--- config.mk ---
export PLATFORM = sky130hd
export DESIGN_NAME = match_event_counter
export DESIGN_NICKNAME = d
export VERILOG_FILES = /design/src/rtl/match_event_counter.sv
export SDC_FILE = /design/constraint.sdc
export NUM_CORES = 1
export LEC_CHECK = 0
export ABC_AREA = 1
export BUFFER_PORTS_ARGS = -buffer_cell sky130_fd_sc_hd__buf_4
export CAP_MARGIN = 20
export CORE_ASPECT_RATIO = 0.75
export CORE_UTILIZATION = 35
export CTS_CLUSTER_DIAMETER = 30
export DETAILED_ROUTE_END_ITERATION = 10
export PLACE_DENSITY = 0.57
export SYNTH_ARGS = -nofsm -noshare
export SYNTH_HDL_FRONTEND = slang
export SYNTH_SLANG_ARGS = --single-unit
--- constraint.sdc ---
create_clock -name clk -period 4.37 [get_ports clk]
set_clock_uncertainty 0.2 [all_clocks]
set_input_delay 0.6555 -clock clk [delete_from_list [all_inputs] [get_ports clk]]
set_output_delay 0.6555 -clock clk [all_outputs]
set_load 0.02 [all_outputs]
--- src/rtl/match_event_counter.sv ---
// Counts rising edges of a sequence detector's match output and raises a sticky alert at a threshold.
// Optional gap timer reporting spacing between the last two matches: define MATCH_CNT_GAP_EN.
module match_event_counter #(
   parameter int unsigned CW = 8,
   parameter int unsigned GW = 8
) (
   input  logic          clk,
   input  logic          rst,
   input  logic          en,
   input  logic          match,
   input  logic [CW-1:0] thresh,
   input  logic          ack,
   output logic [CW-1:0] count,
   output logic          alert,
   output logic          overflow,
   output logic [GW-1:0] last_gap
);

   typedef enum logic [1:0] {IDLE, COUNT, ALERT} state_t;

   state_t        state, state_nx;
   logic          match_d;
   logic          rise;
   logic          active;
   logic          start;
   logic          clr_ack;
   logic [CW-1:0] count_base;
   logic          count_max;
   logic [CW-1:0] count_nx;
   logic          hit;

   assign rise    = match & ~match_d;
   assign active  = (state != IDLE) && en;
   assign start   = (state == IDLE) && en;
   assign clr_ack = active && (state == ALERT) && ack;

   // An ack clears the count first, so an edge in the same cycle lands on 1.
   assign count_base = clr_ack ? '0 : count;
   assign count_max  = &count_base;
   assign count_nx   = (rise && !count_max) ? count_base + 1'b1 : count_base;
   assign hit        = rise && (thresh != '0) && (count_nx == thresh);

   assign alert = (state == ALERT);

   always_ff @(posedge clk or posedge rst) begin
      if (rst) state <= IDLE;
      else     state <= state_nx;
   end

   always_comb begin
      state_nx = state;
      case (state)
         IDLE:    if (en) state_nx = COUNT;
         COUNT:   if (!en) state_nx = IDLE;
                  else if (hit) state_nx = ALERT;
         ALERT:   if (!en) state_nx = IDLE;
                  else if (clr_ack) state_nx = hit ? ALERT : COUNT;
         default: state_nx = IDLE;
      endcase
   end

   always_ff @(posedge clk or posedge rst) begin
      if (rst) begin
         match_d  <= 1'b0;
         count    <= '0;
         overflow <= 1'b0;
      end else begin
         match_d <= match;
         if (start) begin
            count    <= '0;
            overflow <= 1'b0;
         end else if (active) begin
            count    <= count_nx;
            overflow <= (overflow && !clr_ack) || (rise && count_max);
         end
      end
   end

`ifdef MATCH_CNT_GAP_EN
   logic [GW-1:0] gap_cnt;
   logic [GW-1:0] gap_inc;

   assign gap_inc = (&gap_cnt) ? gap_cnt : gap_cnt + 1'b1;

   always_ff @(posedge clk or posedge rst) begin
      if (rst) begin
         gap_cnt  <= '0;
         last_gap <= '0;
      end else if (start) begin
         gap_cnt <= '0;
      end else if (active) begin
         if (rise) begin
            last_gap <= gap_inc;
            gap_cnt  <= '0;
         end else begin
            gap_cnt <= gap_inc;
         end
      end
   end
`else
   assign last_gap = '0;
`endif

endmodule

==> After elaboration in Yosys (flattened, before gate mapping) <==
Cells that the tools add are included.
{ "totals": {"register_bits": 12, "in_bits": 13, "wordCells": 44} }
{ "op_classes": {"addsub": 1, "n_eq_ne": 6, "muxes": 13, "bitwise": 2, "reduce_logical": 18} }
{ "ops": {"columns": ["op", "n"], "rows": [
  ["8-bit two-way mux", 4],
  ["2-bit two-way mux", 6],
  ["1-bit logical AND", 9],
  ["8-bit by 1-bit adder with 8-bit output, second input constant", 1],
  ["8-bit equality test", 1],
  ["8-bit AND reduction", 1],
  ["8-bit nonzero test", 1],
  ["2-bit case mux with 3 select lines", 1],
  ["2-bit nonzero test", 2],
  ["3-bit by 2-bit != test with 1-bit output, second input constant", 1],
  ["3-bit != test, second input constant", 1],
  ["3-bit AND reduction", 1],
  ["2-bit by 1-bit equality test with 1-bit output, second input constant", 1],
  ["2-bit equality test, second input constant", 1],
  ["1-bit zero test", 2],
  ["2-bit zero test", 1],
  ["1-bit two-way mux", 2],
  ["2-bit != test, second input constant", 1],
  ["1-bit AND", 1],
  ["1-bit logical OR", 1],
  ["1-bit inverter", 1]
]} }

==> Longest topological paths before layout <==
{ "depth": {"depth_word": 15, "ltp_mapped": 24, "mapped_depth_nobuf": 23} }

==> Worst setup path after synthesis <==
No wires, ideal clock.
{ "synth_path": {"path_kind": "input-to-reg", "from": "input en", "to": "register state[0]", "t_arrival_ns": 2.619, "t_required_ns": 4.053, "setup_slack_ns": 1.433, "cell_stages": 23, "path_buffers": 2, "path_cell_list": "buf_6 -> nand4_4 -> buf_6 -> nand2_1 -> inv_1 -> ha_1 -> nand2_1 -> inv_1 -> nand3_2 -> nor2_4 -> nand2_4 -> nand2_8 -> nand2_1 -> nand2_1 -> nor2_1 -> nor2_2 -> nand2_1 -> nor2_1 -> nand2_1 -> nand2_1 -> nand2_1 -> nand3_1 -> nand2_1"} }
{ "synth_via": {"elab_chain_len": 14, "elab_cells_between_ends": 20, "cone_classes": "add/sub: 1; eq/ne: 4; mux: 7; reduce/logical: 8"} }
{ "synth_rtl": {"columns": ["element", "line_no", "source"], "rows": [
  ["start, declared", "9", "input logic en,"],
  ["branches (longest 14 deep; another with 8-bit by 1-bit adder with 8-bit output)", null, null],
  ["end signal, assigned", "47", "else state <= state_nx;"],
  ["end, declared", "21", "state_t state, state_nx;"]
]} }
Parallel ways; which one is timed is not known. The select of a mux whose other input is x is not followed.
A chain may end at the register's enable or synchronous reset.

==> Worst setup path after layout <==
Same ends and word-level chain as after synthesis.

==> results.yml <==
routing:
  postRouteAntennaNets: 0
  avgRoutedWirePerCell_um: 11.8
  drt-pass1-iter-count: 4
  drc: 0
  vias_per_cell: 4.61
  dr_total_vias: 1172
  first_iter_violations: 73
  finalWirelength_um: 3000
synthesis:
  synth_top_cell_by_area: "dfrtp_1"
  synth_enable_flop_cells: 0
  ys_warn_count: 0
  synth_most_common_cell: "nand2_1"
  yosysUniqueCellTypes: 27
  synth-async-reset-ratio: 1.00
  synthFlopType: "dfrtp_1"
  synthCells: 194
  ys_seq_area_frac: 0.244
  ys_ff_latch: 12
  syn_avg_cell_area_um2: 6.34
  synth_top_area_frac: 0.244
  synth_commonest_cells: "53 x nand2_1, 34 x inv_1, 27 x nand3_1"
  synthTopCellsByArea: "dfrtp_1 24%, nand2_1 16%, nand3_1 11%, inv_1 10%, buf_4 4.9%"
  syn_area_mm2: 0.00123
sta:
  setup_tns_ns: 0
  hold_viol_final: 0
  tightest_slew_ns: 0.678
  slew_violations: 0
  finalCritPeriodShare: 0.703
  finalSetupViolations: 0
  fin_hold_ws_ns: 0.251
  fmax_mhz: 326
  grt_setup_unrepaired: "false"
  slew_headroom: 0.548
  fin_crit_ns: 3.07
die:
  die_h_um: 53.3
  start_util: 0.372
  rows: 18
  io_pins: 31
  core_area_mm2: 0.00331
  die-area_mm2: 0.00376
  die-width_um: 70.5
worst_setup_path:
  slowest_stage: "nand4_4"
  critPathMostFrequentCell: "nand2_1"
  crit_chain: "buf_4 > nand4_4 > nand2_1 > inv_1 > ha_1 > nand2_1 > inv_1 > nand3_2 > nor2_4 > nand2_4 > nand2_8 > inv_2 > nand2_2 > nand2_2 > nand2_1 > nand2_1 > inv_1 > nor2_1 > nand2_1 > nand2_1 > nand2_1 > nand3_1 > nand2_1"
  critPathMaxFanout: 18
  cp-end-kind: "flip-flop"
  start_kind: "input pin"
  cp.arrival_ns: 3.01
  ff2ff_path_depth: 23
  cpPeakStageDelay_ns: 0.29
  crit_required_ns: 4.30
  critPathKind: "in -> reg"
clocking:
  htreeDepth: 1
  cts.sink_count: 12
  cts_buffers: 3
  cts_setup_buffers: 0
  hold_buffers: 0
  cts_repair_resize_count: 0
  clk_latency_ns: 0.24
  clkTransAtPathRegs_ns: 0.05
  cts_tree: "done"
  cts-root-buf: "clkbuf_8"
  clock_path_buffers: 2
grt:
  grt_max_degree: 19
  track_usage: 0.176
  grt_pass1_wl_um: 4920
  antenna_found_initial: 0
  grt_pass1_vias: 1034
  grt_remaining_overflow: 0
final_layout:
  synthToLayoutAreaGrowth_pct: 15.6
  antennaDiodeCount: 0
  fin_nets: 230
  drive_gt1_frac: 0.215
placement:
  portBuffers: 22
  gp_congestion: 0.836
  hpwlAfterDp_um: 2360
min_path:
  holdCritPathClass: "in -> async"
run_status:
  status: "completed"
power:
  p_per_area_mw_per_mm2: 327
  vdd.ir_drop.worst_uv: 169
  leakagePower_nw: 0.780
run:
  cap_violations: 0
cells by family after synthesis:
group / after synthesis / synth area share
DFF: 12 / 0.244
buffers and inverters: 47 / 0.181
and+or+nand+nor: 117 / 0.481
xor gates and xnor gates: 1 / 0.00712
AOI/OAI and AO/OA: 15 / 0.0732
other: 1 / 0.00305
adders and majority gates: 1 / 0.0102
final timing paths:
kind / endpoint / slack, ns / from
setup / recovery: state[0] / 1.30 / en
setup reg to reg: state[0] / 1.43 / state[0]
max in group asynchronous: count[4] / 3.37 / rst
hold / removal: count[7] / 0.25 / rst
min in group clk: match_d / 0.33 / match
hold reg to reg: overflow / 0.37 / overflow
registers in the layout, indices dropped and copies added (netlist names):
register	flops
count	8
match_d	1
overflow	1
state	2
layer usage:
| metal | track usage | part of all wire |
|---|---|---|
| met4 | 0.0400 | 0.0037 |
| met2 | 0.259 | 0.40 |
| met3 | 0.0495 | 0.079 |
| met5 | 0 | 0 |
| met1 | 0.250 | 0.52 |
per-stage QoR:
step / utilization / std cells / total power, W / setup WS (ns) / area [µm²]
floorplan: - / 201 / 0.000305 / 1.43 / 1260
global placement: 0.417 / 251 / 0.000365 / 1.08 / 1380
detailed placement: 0.417 / 251 / 0.000364 / 1.03 / 1380
CTS: 0.429 / 254 / 0.000470 / 1.30 / 1420
global route: 0.429 / 254 / 0.000507 / 1.03 / 1420
finish: 0.429 / 254 / 0.000465 / 1.30 / 1420
area by class of cell:
| type | instances | area, µm² |
|---|---|---|
| Tap cell | 40 | 50.0 |
| Sequential cell | 12 | 300 |
| Multi-Input combinational cell | 142 | 733 |
| Fill cell | 358 | 1890 |
| Clock buffer | 3 | 41.3 |
| Inverter | 35 | 131 |
| Timing Repair Buffer | 22 | 165 |
where the power goes:
part / leakage [nW] / total, W / switching, W / internal [W]
combinational: 0.598 / 0.000208 / 0.000134 / 0.0000748
clock: 0.0216 / 0.000103 / 0.0000421 / 0.0000609
sequential: 0.160 / 0.000154 / 0.0000236 / 0.000130
worst max-delay path: cells and delay by family:
family	cells	cell delay, ns
fa+ha+maj	1	0.23
simple gates	17	1.59
buf+inv	5	0.49
layout by cell type, fill, tap and decap left out, types with 2 or more instances in the layout:
cell type   n
conb_1      8
o22ai_1     7
nor2_2      5
nand3_2     4
nand2_1    53
clkbuf_8    3
nor4_1      2
nor2_1     11
buf_4      22
inv_1      34
nand4_1     4
o21ai_0     4
nand2_2     7
a21oi_1     2
nand3_1    27
dfrtp_1    12
No activity file was read; power rests on OpenSTA's default activity.
